File: config.mk
export PLATFORM = sky130hd
export DESIGN_NAME = bubble_page_reader
export DESIGN_NICKNAME = d
export VERILOG_FILES = /design/src/rtl/bubble_page_reader.sv
export SDC_FILE = /design/constraint.sdc
export NUM_CORES = 1
export LEC_CHECK = 0
export BUFFER_PORTS_ARGS = -buffer_cell sky130_fd_sc_hd__buf_2
export CORE_MARGIN = 4
export CORE_UTILIZATION = 45
export DETAILED_ROUTE_END_ITERATION = 12
export SLEW_MARGIN = 20
export SYNTH_ARGS = -nofsm -noshare
export SYNTH_HDL_FRONTEND = slang
export SYNTH_SLANG_ARGS = --single-unit
File: constraint.sdc
create_clock -name MCLK -period 5.1 [get_ports MCLK]
set_input_delay 1.02 -clock MCLK [delete_from_list [all_inputs] [get_ports MCLK]]
set_output_delay 1.02 -clock MCLK [all_outputs]
set_load 0.05 [all_outputs]
File: src/rtl/bubble_page_reader.sv
// Host-side bubble controller: sequences nBSS/nREPEN/nBSEN, packs DOUT0/DOUT1 slots into bytes
// and queues them in a ready/valid FIFO. Define BUBBLE_PAGE_READER_CRC_EN to add the CRC16 output.
module bubble_page_reader #(
    parameter int BIT_DIV        = 12,
    parameter int BSS_LEN        = 48,
    parameter int BSEN_DLY       = 480,
    parameter int SLOTS_PER_PAGE = 2048,
    parameter int FIFO_DEPTH     = 4
) (
    input  logic        MCLK,
    input  logic        nRESET,
    input  logic        START,
    input  logic        ABORT,
    input  logic        BOOTMODE,
    input  logic        SWAPMODE,
    output logic        nBSS,
    output logic        nBSEN,
    output logic        nREPEN,
    output logic        nBOOTEN,
    output logic        nSWAPEN,
    input  logic        DOUT0,
    input  logic        DOUT1,
    output logic [7:0]  RDATA,
    output logic        RVALID,
    input  logic        RREADY,
    output logic        BUSY,
    output logic        DONE,
    output logic        OVERRUN,
`ifdef BUBBLE_PAGE_READER_CRC_EN
    output logic [15:0] CRC16,
`endif
    output logic [2:0]  dbg_state
);
    localparam int AW = $clog2(FIFO_DEPTH);
    localparam logic [15:0] BSS_LAST  = 16'(BSS_LEN - 1);
    localparam logic [15:0] DLY_LAST  = 16'(BSEN_DLY - 1);
    localparam logic [15:0] DIV_LAST  = 16'(BIT_DIV - 1);
    localparam logic [15:0] DIV_HALF  = 16'(BIT_DIV / 2);
    localparam logic [15:0] SLOT_LAST = 16'(SLOTS_PER_PAGE - 1);
    localparam logic [AW:0] DEPTH_W   = (AW + 1)'(FIFO_DEPTH);

    typedef enum logic [2:0] {S_IDLE, S_BSS, S_DELAY, S_READ, S_DONE} state_t;

    state_t      state, state_nx;
    logic [15:0] cnt, cnt_nx;       // phase counter in BSS/DELAY, bit divider in READ
    logic [15:0] slot, slot_nx;
    logic [1:0]  nib, nib_nx;       // slot position within the current byte
    logic [5:0]  shreg, shreg_nx;
    logic [7:0]  byte_nx;
    logic        byte_done, start_ok;
    logic        boot_q, swap_q;
    logic        sync0_a, sync0_b, sync1_a, sync1_b;

    logic [7:0]    mem [FIFO_DEPTH];
    logic [AW-1:0] wr_ptr, rd_ptr;
    logic [AW:0]   count;
    logic          full, pop, accept;

    always_comb begin
        state_nx  = state;
        cnt_nx    = cnt;
        slot_nx   = slot;
        nib_nx    = nib;
        shreg_nx  = shreg;
        byte_nx   = {shreg, ~sync1_b, ~sync0_b};
        byte_done = 1'b0;
        start_ok  = 1'b0;
        nBSS      = 1'b1;
        nBSEN     = 1'b1;
        nREPEN    = 1'b1;
        nBOOTEN   = 1'b1;
        nSWAPEN   = 1'b1;
        DONE      = 1'b0;
        if (state != S_IDLE) begin
            nBOOTEN = ~boot_q;
            nSWAPEN = ~swap_q;
        end
        case (state)
            S_IDLE: begin
                if (START && !ABORT) begin
                    start_ok = 1'b1;
                    state_nx = S_BSS;
                    cnt_nx   = '0;
                end
            end
            S_BSS: begin
                nBSS = 1'b0;
                if (cnt == BSS_LAST) begin
                    state_nx = S_DELAY;
                    cnt_nx   = '0;
                end else begin
                    cnt_nx = cnt + 16'd1;
                end
            end
            S_DELAY: begin
                nREPEN = 1'b0;
                if (cnt == DLY_LAST) begin
                    state_nx = S_READ;
                    cnt_nx   = '0;
                    slot_nx  = '0;
                    nib_nx   = '0;
                end else begin
                    cnt_nx = cnt + 16'd1;
                end
            end
            S_READ: begin
                nBSEN = 1'b0;
                if (cnt == DIV_HALF) begin
                    shreg_nx  = byte_nx[5:0];
                    nib_nx    = nib + 2'd1;
                    byte_done = (nib == 2'd3);
                end
                if (cnt == DIV_LAST) begin
                    cnt_nx = '0;
                    if (slot == SLOT_LAST) state_nx = S_DONE;
                    else slot_nx = slot + 16'd1;
                end else begin
                    cnt_nx = cnt + 16'd1;
                end
            end
            S_DONE: begin
                DONE     = 1'b1;
                state_nx = S_IDLE;
            end
            default: state_nx = S_IDLE;
        endcase
        // An abort terminates at once: a byte completing in this cycle is discarded too.
        if (ABORT && state != S_IDLE) begin
            state_nx  = S_IDLE;
            byte_done = 1'b0;
        end
    end

    always_ff @(posedge MCLK or negedge nRESET) begin
        if (!nRESET) begin
            state   <= S_IDLE;
            cnt     <= '0;
            slot    <= '0;
            nib     <= '0;
            shreg   <= '0;
            boot_q  <= 1'b0;
            swap_q  <= 1'b0;
            sync0_a <= 1'b1;
            sync0_b <= 1'b1;
            sync1_a <= 1'b1;
            sync1_b <= 1'b1;
        end else begin
            state   <= state_nx;
            cnt     <= cnt_nx;
            slot    <= slot_nx;
            nib     <= nib_nx;
            shreg   <= shreg_nx;
            sync0_a <= DOUT0;
            sync0_b <= sync0_a;
            sync1_a <= DOUT1;
            sync1_b <= sync1_a;
            if (start_ok) begin
                boot_q <= BOOTMODE;
                swap_q <= SWAPMODE;
            end
        end
    end

    // RVALID/RREADY: a byte transfers on every cycle where both are high; RDATA is the
    // registered head entry and stays stable while RVALID is high and RREADY is low.
    assign full    = (count == DEPTH_W);
    assign RVALID  = (count != '0);
    assign pop     = RVALID & RREADY;
    assign accept  = byte_done & (~full | pop);
    assign RDATA   = mem[rd_ptr];
    assign BUSY    = (state != S_IDLE);
    assign dbg_state = state;

    always_ff @(posedge MCLK or negedge nRESET) begin
        if (!nRESET) begin
            for (int i = 0; i < FIFO_DEPTH; i++) mem[i] <= 8'h00;
            wr_ptr  <= '0;
            rd_ptr  <= '0;
            count   <= '0;
            OVERRUN <= 1'b0;
        end else begin
            if (accept) begin
                mem[wr_ptr] <= byte_nx;
                wr_ptr      <= wr_ptr + 1'b1;
            end
            if (pop) rd_ptr <= rd_ptr + 1'b1;
            case ({accept, pop})
                2'b10:   count <= count + 1'b1;
                2'b01:   count <= count - 1'b1;
                default: ;
            endcase
            if (start_ok) OVERRUN <= 1'b0;
            else if (byte_done && !accept) OVERRUN <= 1'b1;
        end
    end

`ifdef BUBBLE_PAGE_READER_CRC_EN
    function automatic logic [15:0] crc_byte(input logic [15:0] c, input logic [7:0] b);
        logic [15:0] r;
        r = c ^ {b, 8'h00};
        for (int i = 0; i < 8; i++) r = r[15] ? ({r[14:0], 1'b0} ^ 16'h1021) : {r[14:0], 1'b0};
        return r;
    endfunction

    always_ff @(posedge MCLK or negedge nRESET) begin
        if (!nRESET) CRC16 <= 16'hFFFF;
        else if (start_ok) CRC16 <= 16'hFFFF;
        else if (byte_done) CRC16 <= crc_byte(CRC16, byte_nx);
    end
`endif
endmodule

# After elaboration in Yosys (flattened, before gate mapping)
# Cells that the tools add are included.
dict set report classes {
  add_sub_neg 7
  n_mul 0
  div 0
  order_cmp 3
  eq_ne 23
  shift 0
  n_mux 39
  bitwise_logic 10
  reduce_logical 18
}
# cell n
set op_table {}
lappend op_table {{2-to-1 mux 16 bit} 7}
lappend op_table {{case mux 16 bit (4 select lines)} 1}
lappend op_table {{adder 16 x 1 -> 16 bit (second input constant)} 2}
lappend op_table {{bitwise mux 32 bit} 1}
lappend op_table {{case mux 16 bit (2 select lines)} 1}
lappend op_table {{2-to-1 mux 8 bit} 3}
lappend op_table {{2-to-1 mux 3 bit} 6}
lappend op_table {{binary-select mux 8 bit (select 2 bit)} 1}
lappend op_table {{demux 8 bit (select 2 bit)} 1}
lappend op_table {{equality test 16 x 11 -> 1 bit (second input constant)} 1}
lappend op_table {{equality test 16 x 3 -> 1 bit (second input constant)} 1}
lappend op_table {{equality test 16 x 4 -> 1 bit (second input constant)} 1}
lappend op_table {{equality test 16 x 6 -> 1 bit (second input constant)} 1}
lappend op_table {{equality test 16 x 9 -> 1 bit (second input constant)} 1}
lappend op_table {{inequality test 3 bit (second input constant)} 5}
lappend op_table {{2-to-1 mux 1 bit} 13}
lappend op_table {{case mux 3 bit (4 select lines)} 1}
lappend op_table {{inequality test 2 bit (second input constant)} 5}
lappend op_table {{adder 2 x 1 -> 2 bit (second input constant)} 3}
lappend op_table {{equality test 3 x 2 -> 1 bit (second input constant)} 2}
lappend op_table {{equality test 3 bit (second input constant)} 2}
lappend op_table {{greater-or-equal comparator 3 bit (second input constant)} 2}
lappend op_table {{NOT 2 -> 3 bit} 2}
lappend op_table {{case mux 3 bit (2 select lines)} 1}
lappend op_table {{21 further kinds} 36}
dict set report totals {
  ff_bits 89
  latchBits 0
  ram_bits 0
  mem_bits_ro 0
  inputBits 9
  output_inout_bits 20
  word_cells 119
  memories 0
}

# Logic depth before layout (Yosys ltp)
# Gate-level depths: netlist (run 1).
dict set report depth {
  ltp_word 9
  depth_mapped 14
  depth_no_buf 13
}

# Least setup slack after synthesis (run 1)
# OpenSTA, ideal clock, no wires.
dict set report synth_path {
  path_kind {flip-flop to flip-flop}
  start {register cnt[7]}
  end {register count[1]}
  setup_time_ns 0.083
  arrival_time_ns 2.983
  required_time_ns 5.017
  path_slack_ns 2.035
  stages_incl_launch_ff 11
  n_path_buf 1
  period_less_slack_ns 3.065
  path_cell_list {dfrtp_1 > or4_4 > nor4_4 > nand3_1 > nor4b_4 > clkbuf_1 > inv_1 > ha_1 > inv_1 > fa_1 > o21ai_0}
}
dict set report synth_via {
  elab_chain_len 7
  word_cells_on_any_way 9
  classes_between {3 x eq/ne; 4 x mux; 1 x bitwise; 1 x reduce/logical}
}
# item line_no
set synth_lines {}
lappend synth_lines {{start: declaration} 45} ;# logic [15:0] cnt, cnt_nx;
lappend synth_lines {{start signal: assignment} 149} ;# cnt <= cnt_nx;
lappend synth_lines {{equality test 16 x 3 -> 1 bit (*)} 108} ;# if (cnt == DIV_HALF) begin
lappend synth_lines {{2-to-1 mux 1 bit (*)} 108}
lappend synth_lines {{2-to-1 mux 1 bit (*)} 78} ;# case (state)
lappend synth_lines {{2-to-1 mux 1 bit (*)} 128} ;# if (ABORT && state != S_IDLE) begin
lappend synth_lines {{AND 1 bit (*)} 169} ;# assign accept = byte_done & (~full | pop);
lappend synth_lines {{equality test 2 x 1 -> 1 bit or equality test 2 bit (tied branches)} 187} ;# case ({accept, pop})
lappend synth_lines {{case mux 3 bit (2 select lines) or nonzero test 2 bit (tied branches)} -}
lappend synth_lines {{end signal: assignment} 188} ;# 2'b10: count <= count + 1'b1;
lappend synth_lines {{end signal: assignment} 189} ;# 2'b01: count <= count - 1'b1;
lappend synth_lines {{end: declaration} 56} ;# logic [AW:0] count;
# Every way passes the cells marked *; elsewhere a longest branch is shown, timed or not.
# A chain may end at the register's enable or synchronous reset.

# Worst setup path in the final report (run 1)
# Ends and elaborated chain as after synthesis.

==> results.sh, run 1 <==
export IMPL_status="complete, no violations"
export IMPL_reg2reg_from="cnt[7]$_DFFE_PN0P_"
export IMPL_max_cap_violations=0
export IMPL_setup_ws_ns=1.62
export IMPL_hold_end="sync0_b$_DFF_PN1_"
export IMPL_portBuffers=28
export IMPL_cts_buffer_depth=2
export IMPL_grt_overflow=0
export IMPL_pre_cts_ws_ns=1.61
export IMPL_synth_area_leaders="dfrtp_1 49%, mux2_2 7.7%, mux4_2 4.1%, nand2_1 3.4%, ha_1 2.6%"
export IMPL_ys_seq_area_share_pct=50.9
export IMPL_finClkSkew_ns=0.0100
export IMPL_hold_path_class="reg -> reg"
export IMPL_cts_sinks=89
export IMPL_min_period_ns=3.48
export IMPL_place_congestion=0.775
export IMPL_area_delta_synth_final_pct=10.7
export IMPL_nNetsFinal=440
export IMPL_rsz0062_at_grt="no"
export IMPL_synth_warning_count=0
export IMPL_p_per_area_mw_per_mm2=306
export IMPL_grt_antenna_before_repair=0
export IMPL_setup_tns_final_ns=0
export IMPL_via_per_inst=5.50
export IMPL_rows=35
export IMPL_cts_resized=0
export IMPL_ioPinCount=29
export IMPL_holdBufCountCts=0
export IMPL_grt_pass1_wl_um=14700
export IMPL_die_area_mm2=0.0114
export IMPL_track_usage_pct=16.1
export IMPL_cts_buffers=9
export IMPL_relSlewSlack_pct=47.9
export IMPL_synth_avg_cell_area_um2=11.2
export IMPL_path_class="reg -> reg"
export IMPL_antenna_cells=0
export IMPL_slew_violations=0
export IMPL_p_total_w=0.00148
export IMPL_crit_arrival_ns=3.76
export IMPL_r2r_end="count[1]$_DFFE_PN0P_"
export IMPL_setup_viol_count_final=0
export IMPL_reg2reg_depth=10
export IMPL_fmax_mhz=287
export IMPL_synth_top_area_share_pct=48.5
export IMPL_p_leak_nw=2.27
export IMPL_synthFlopType="dfrtp_1"
export IMPL_antenna_left=0
export IMPL_cts_setup_buffers=0
export IMPL_synth_cells=392
export IMPL_tightest_slew_ns=0.780
export IMPL_async_flop_share_pct=100
export IMPL_routed_wl_um=8550
export IMPL_grt_pass1_vias=3031
export IMPL_cts_root_buf="clkbuf_8"
export IMPL_synth_edff_count=0
export IMPL_synth_seq_cells=89
export IMPL_finalHoldViolations=0
export IMPL_cp_max_fo=24
export IMPL_clk_pin_slew_ns=0.09
export IMPL_holdPathStages=0
export IMPL_wire_per_inst_um=15.4
export IMPL_cts_max_level=3
export IMPL_die_x_um=107
export IMPL_cp_start_kind="flop"
export IMPL_die_h_um=107
export IMPL_hpwl_um=6020
export IMPL_syn_area_mm2=0.00438
export IMPL_rrSetupSlack_ns=1.62
export IMPL_detail_route_drc_violations=0
export IMPL_start_util_pct=46.8
export IMPL_vias=3052
export IMPL_cts_tree="done"
export IMPL_final_layout_size_suffix_gt1_share_pct=22.3
export IMPL_grt_max_degree=59
export IMPL_cp_required_ns=5.38
export IMPL_synth_fp_nets=411
export IMPL_synth_distinct_cells=56
export IMPL_min_from="sync0_a$_DFF_PN1_"
export IMPL_crit_path_start="cnt[7]$_DFFE_PN0P_"
export IMPL_clkLatencyLatePin_ns=0.35
export IMPL_core_mm2=0.00937
export IMPL_cp_end_kind="flop"
export IMPL_post_route_util_pct=51.7
export IMPL_period_share_pct=68.2
export IMPL_drt_initial_drc_count=92
export IMPL_synth_top_area_cell="dfrtp_1"
export IMPL_vdd_ir_drop_max_mv=0.249
export IMPL_firstDrtPassIters=5
## cells by family after synthesis
| logic type | count (synthesis) | synth area share [%] |
|---|---|---|
| AOI/OAI and AO/OA | 72 | 10.1 |
| and+or+nand+nor | 139 | 17.9 |
| xor gates and xnor gates | 16 | 3.20 |
| adders and majority gates | 10 | 3.03 |
| DFF | 89 | 50.9 |
| buffers and inverters | 24 | 2.14 |
| muxes | 42 | 12.7 |
## critical path, stage by stage, from the launching register on
cell and delay, ns:
dfrtp_1 0.45, or4_4 0.58, nor4_4 0.35, nand3_1 0.50, nor4b_4 0.34, buf_4 0.29, inv_1 0.07, ha_1 0.20
inv_1 0.07, fa_1 0.40, o21ai_0 0.15
## worst max-delay path by stage
stage          depth (start not counted)                    to  slack [ns]
3_3_place_gp                          12  count[2]$_DFFE_PN0P_        1.72
2_1_floorplan                         10  count[1]$_DFFE_PN0P_        2.03
6_report                              10  count[1]$_DFFE_PN0P_        1.62
5_1_grt                               12  count[2]$_DFFE_PN0P_        1.30
4_1_cts                               10  count[1]$_DFFE_PN0P_        1.62
3_5_place_dp                          10  count[1]$_DFFE_PN0P_        1.61
## synth_stat cells, types with 7 or more instances
library cell and instances:
and3_1 7, a21oi_1 19, inv_1 11, clkbuf_1 8, or3_1 11, o21ai_0 22
a21o_1 8, nor2_1 17, nor3_1 7, dfrtp_1 85, xnor2_1 11, mux4_2 8
ha_1 9, nand2_1 40, a31oi_1 8, nand3_1 18, mux2_2 30
## layer usage
metal / GRT usage, % / up-vias / routed length (um)
li1: - / 1480 / -
met1: 21.5 / 1526 / 4050
met2: 26.2 / 39 / 4180
met3: 4.27 / 7 / 238
met4: 3.84 / 0 / 94
met5: 0 / - / 0
## stage by stage
stage	hold WS (ns)	instance area, um^2	std cells
final	0.355	4850	555
after global routing	0.362	4850	555
after CTS	0.357	4850	555
after detailed placement	0.347	4660	539
after global placement	0.346	4660	539
after floorplan	0.345	4380	392
## cell type report
cell class	instances	area, um^2
Fill cell	873	4520
Timing Repair Buffer	31	165
Sequential cell	89	2230
Clock buffer	10	128
Multi-Input combinational cell	279	2060
Inverter	11	41.3
Tap cell	129	161
Clock inverter	6	65.1
## report_power, final
group | internal, W | switching (W) | total (W) | leakage, nW
clock | 0.000229 | 0.000250 | 0.000478 | 0.0971
combinational | 0.0000667 | 0.000178 | 0.000245 | 0.966
sequential | 0.000730 | 0.0000303 | 0.000760 | 1.21
## registers in the layout, indices dropped and copies added, names as in the netlist
signal / flops
mem: 32
cnt: 16
slot: 16
shreg: 6
count: 3
dbg_state: 3
nib: 2
rd_ptr: 2
wr_ptr: 2
OVERRUN: 1
boot_q: 1
swap_q: 1
sync0_a: 1
sync0_b: 1
sync1_a: 1
sync1_b: 1
## cells in the final DEF, fill, tap and decap left out, types with 11 or more instances in the layout
cell type,count
dfrtp_1,85
a21oi_1,19
nand2_1,40
xnor2_1,11
or3_1,11
o21ai_0,22
buf_2,27
nor2_1,17
mux2_2,30
inv_1,11
nand3_1,18
Power figures use the tool's default switching activity.
==> run 2, diff against run 1 <==
==> constraint.sdc (replaced) <==
create_clock -name MCLK -period 3.4 [get_ports MCLK]
set_input_delay 0.68 -clock MCLK [delete_from_list [all_inputs] [get_ports MCLK]]
set_output_delay 0.68 -clock MCLK [all_outputs]
set_load 0.05 [all_outputs]
==> run 2 against run 1 <==
Compared with the run above: sequential share of layout area down 0.35 points; total power up 52%; register-to-register slack worse by 1.1 ns; critical path depth down 1; sequential power up 50%; sequential cell count unchanged; global-route usage about the same; final cell count up 0.36%; die area unchanged; critical endpoint unchanged; largest cell class unchanged.
==> results.sh, run 2 (same netlist as run 1, synthesis figures left out) <==
export IMPL_hpwl_um=5900
export IMPL_cts_buffers=9
export IMPL_antenna_left=0
export IMPL_cts_sinks=89
export IMPL_ioPinCount=29
export IMPL_via_per_inst=5.46
export IMPL_fmax_mhz=347
export IMPL_rows=35
export IMPL_final_cell_mix="85 x dfrtp_1, 40 x nand2_1, 30 x mux2_2"
export IMPL_p_leak_nw=2.29
export IMPL_grt_overflow=0
export IMPL_rsz0062_at_grt="no"
export IMPL_cp_required_ns=3.66
export IMPL_nNetsFinal=442
export IMPL_cts_resized=0
export IMPL_clk_pin_slew_ns=0.09
export IMPL_dpl_cell_count=541
export IMPL_vdd_ir_drop_max_mv=0.337
export IMPL_portBuffers=28
export IMPL_grt_antenna_before_repair=0
export IMPL_vias=3044
export IMPL_detail_route_drc_violations=0
export IMPL_area_delta_synth_final_pct=11.5
export IMPL_cts_max_level=3
export IMPL_track_usage_pct=16.1
export IMPL_min_period_ns=2.88
export IMPL_tightest_slew_ns=0.841
export IMPL_start_util_pct=46.8
export IMPL_relSlewSlack_pct=43.8
export IMPL_crit_arrival_ns=3.14
export IMPL_setup_viol_count_final=0
export IMPL_die_h_um=107
export IMPL_final_common_cell="dfrtp_1"
export IMPL_finalHoldViolations=0
export IMPL_critPathSlowestCell="or4_4"
export IMPL_cts_root_buf="clkbuf_8"
export IMPL_cp_start_kind="flop"
export IMPL_finClkSkew_ns=0.00965
export IMPL_firstDrtPassIters=4
export IMPL_top_register="mem"
export IMPL_clkLatencyLatePin_ns=0.35
export IMPL_period_share_pct=84.8
export IMPL_holdBufCountCts=0
export IMPL_antenna_cells=0
export IMPL_final_layout_size_suffix_gt1_share_pct=22.9
export IMPL_cts_setup_buffers=0
export IMPL_grt_pass1_wl_um=15000
export IMPL_cp_end_kind="flop"
export IMPL_top_regs="mem (32), cnt (16), slot (16)"
export IMPL_cp_max_fo=6
export IMPL_routed_wl_um=8560
export IMPL_stdcell_count=557
export IMPL_p_per_area_mw_per_mm2=462
export IMPL_largest_reg_flops=32
export IMPL_drt_initial_drc_count=114
export IMPL_hold_path_class="in -> async"
export IMPL_path_cells="or4_4 -> nor4_4 -> nand3_1 -> nor4b_4 -> inv_1 -> ha_1 -> inv_1 -> fa_1 -> o21ai_0"
export IMPL_cp_common_cell="inv_1"
export IMPL_grt_max_degree=90
export IMPL_path_class="reg -> reg"
export IMPL_max_stage_delay_ns=0.57
export IMPL_place_congestion=0.777
export IMPL_cts_tree="done"
export IMPL_wire_per_inst_um=15.4
export IMPL_core_mm2=0.00937
export IMPL_die_area_mm2=0.0114
export IMPL_setup_tns_final_ns=0
export IMPL_slew_violations=0
export IMPL_cts_buffer_depth=2
export IMPL_die_x_um=107
export IMPL_status="complete, no violations"
export IMPL_grt_pass1_vias=3163
export IMPL_max_cap_violations=0
export IMPL_post_route_util_pct=52.1
## run 2: cell types whose count changed in the layout (fill, tap and decap cells not counted)
cell,delta
clkbuf_8,+1
clkbuf_1,-1
buf_12,+1
buf_4,+1
## run 2: final cells by class
class,instances,area [um^2]
fillers,868,4490
flip-flops and latches,89,2230
multi-input cells,279,2060
repair buffers,33,193
well taps,129,161
clock buffers,10,138
clock inverters,6,65.1
inverters,11,41.3
## run 2: worst paths after layout
path / start / end / slack [ns] / cells past startpoint
setup reg to reg: cnt[7]$_DFFE_PN0P_ / count[1]$_DFFE_PN0P_ / 0.52 / 9
min in group MCLK: sync0_a$_DFF_PN1_ / sync0_b$_DFF_PN1_ / 0.36 / 0
setup / recovery: cnt[7]$_DFFE_PN0P_ / count[1]$_DFFE_PN0P_ / 0.52 / 9
hold / removal: nRESET / mem[31]$_DFFE_PN0P_ / 0.34 / 2
hold reg to reg: sync0_a$_DFF_PN1_ / sync0_b$_DFF_PN1_ / 0.36 / 0
max in group asynchronous: nRESET / sync1_a$_DFF_PN1_ / 2.66 / 2
## run 2: power by group
part	switching (W)	internal [W]	total, W	leakage [nW]
combinational	0.000266	0.000105	0.000371	0.980
clock	0.000383	0.000363	0.000746	0.103
sequential	0.0000443	0.00109	0.00114	1.21
## run 2: stage by stage
| stage | instance area [um^2] | setup WS [ns] | hold slack, ns | power [W] |
|---|---|---|---|---|
| after global placement | 4680 | 0.607 | 0.346 | 0.00153 |
| after detailed placement | 4680 | 0.551 | 0.348 | 0.00153 |
| after CTS | 4890 | 0.487 | 0.361 | 0.00229 |
| after global routing | 4890 | 0.333 | 0.364 | 0.00237 |
| final | 4890 | 0.517 | 0.338 | 0.00226 |
| after floorplan | 4380 | 0.335 | 0.345 | 0.00142 |
## run 2: worst max-delay path: cells and delay by family (launching register included)
family                   cells  cell delay [ns]
AO/OA/AOI/OAI                1             0.21
adder cells (fa/ha/maj)      2             0.60
buffers and inverters        2             0.14
flip-flops                   1             0.44
AND/OR/NAND/NOR              4             1.38
## run 2: layer usage
metal	up-vias	global-route usage (%)	wire, um
met5	-	0	0
met4	0	5.57	111
met3	10	2.71	207
met2	39	26.7	4150
met1	1508	21.4	4090
li1	1487	-	-
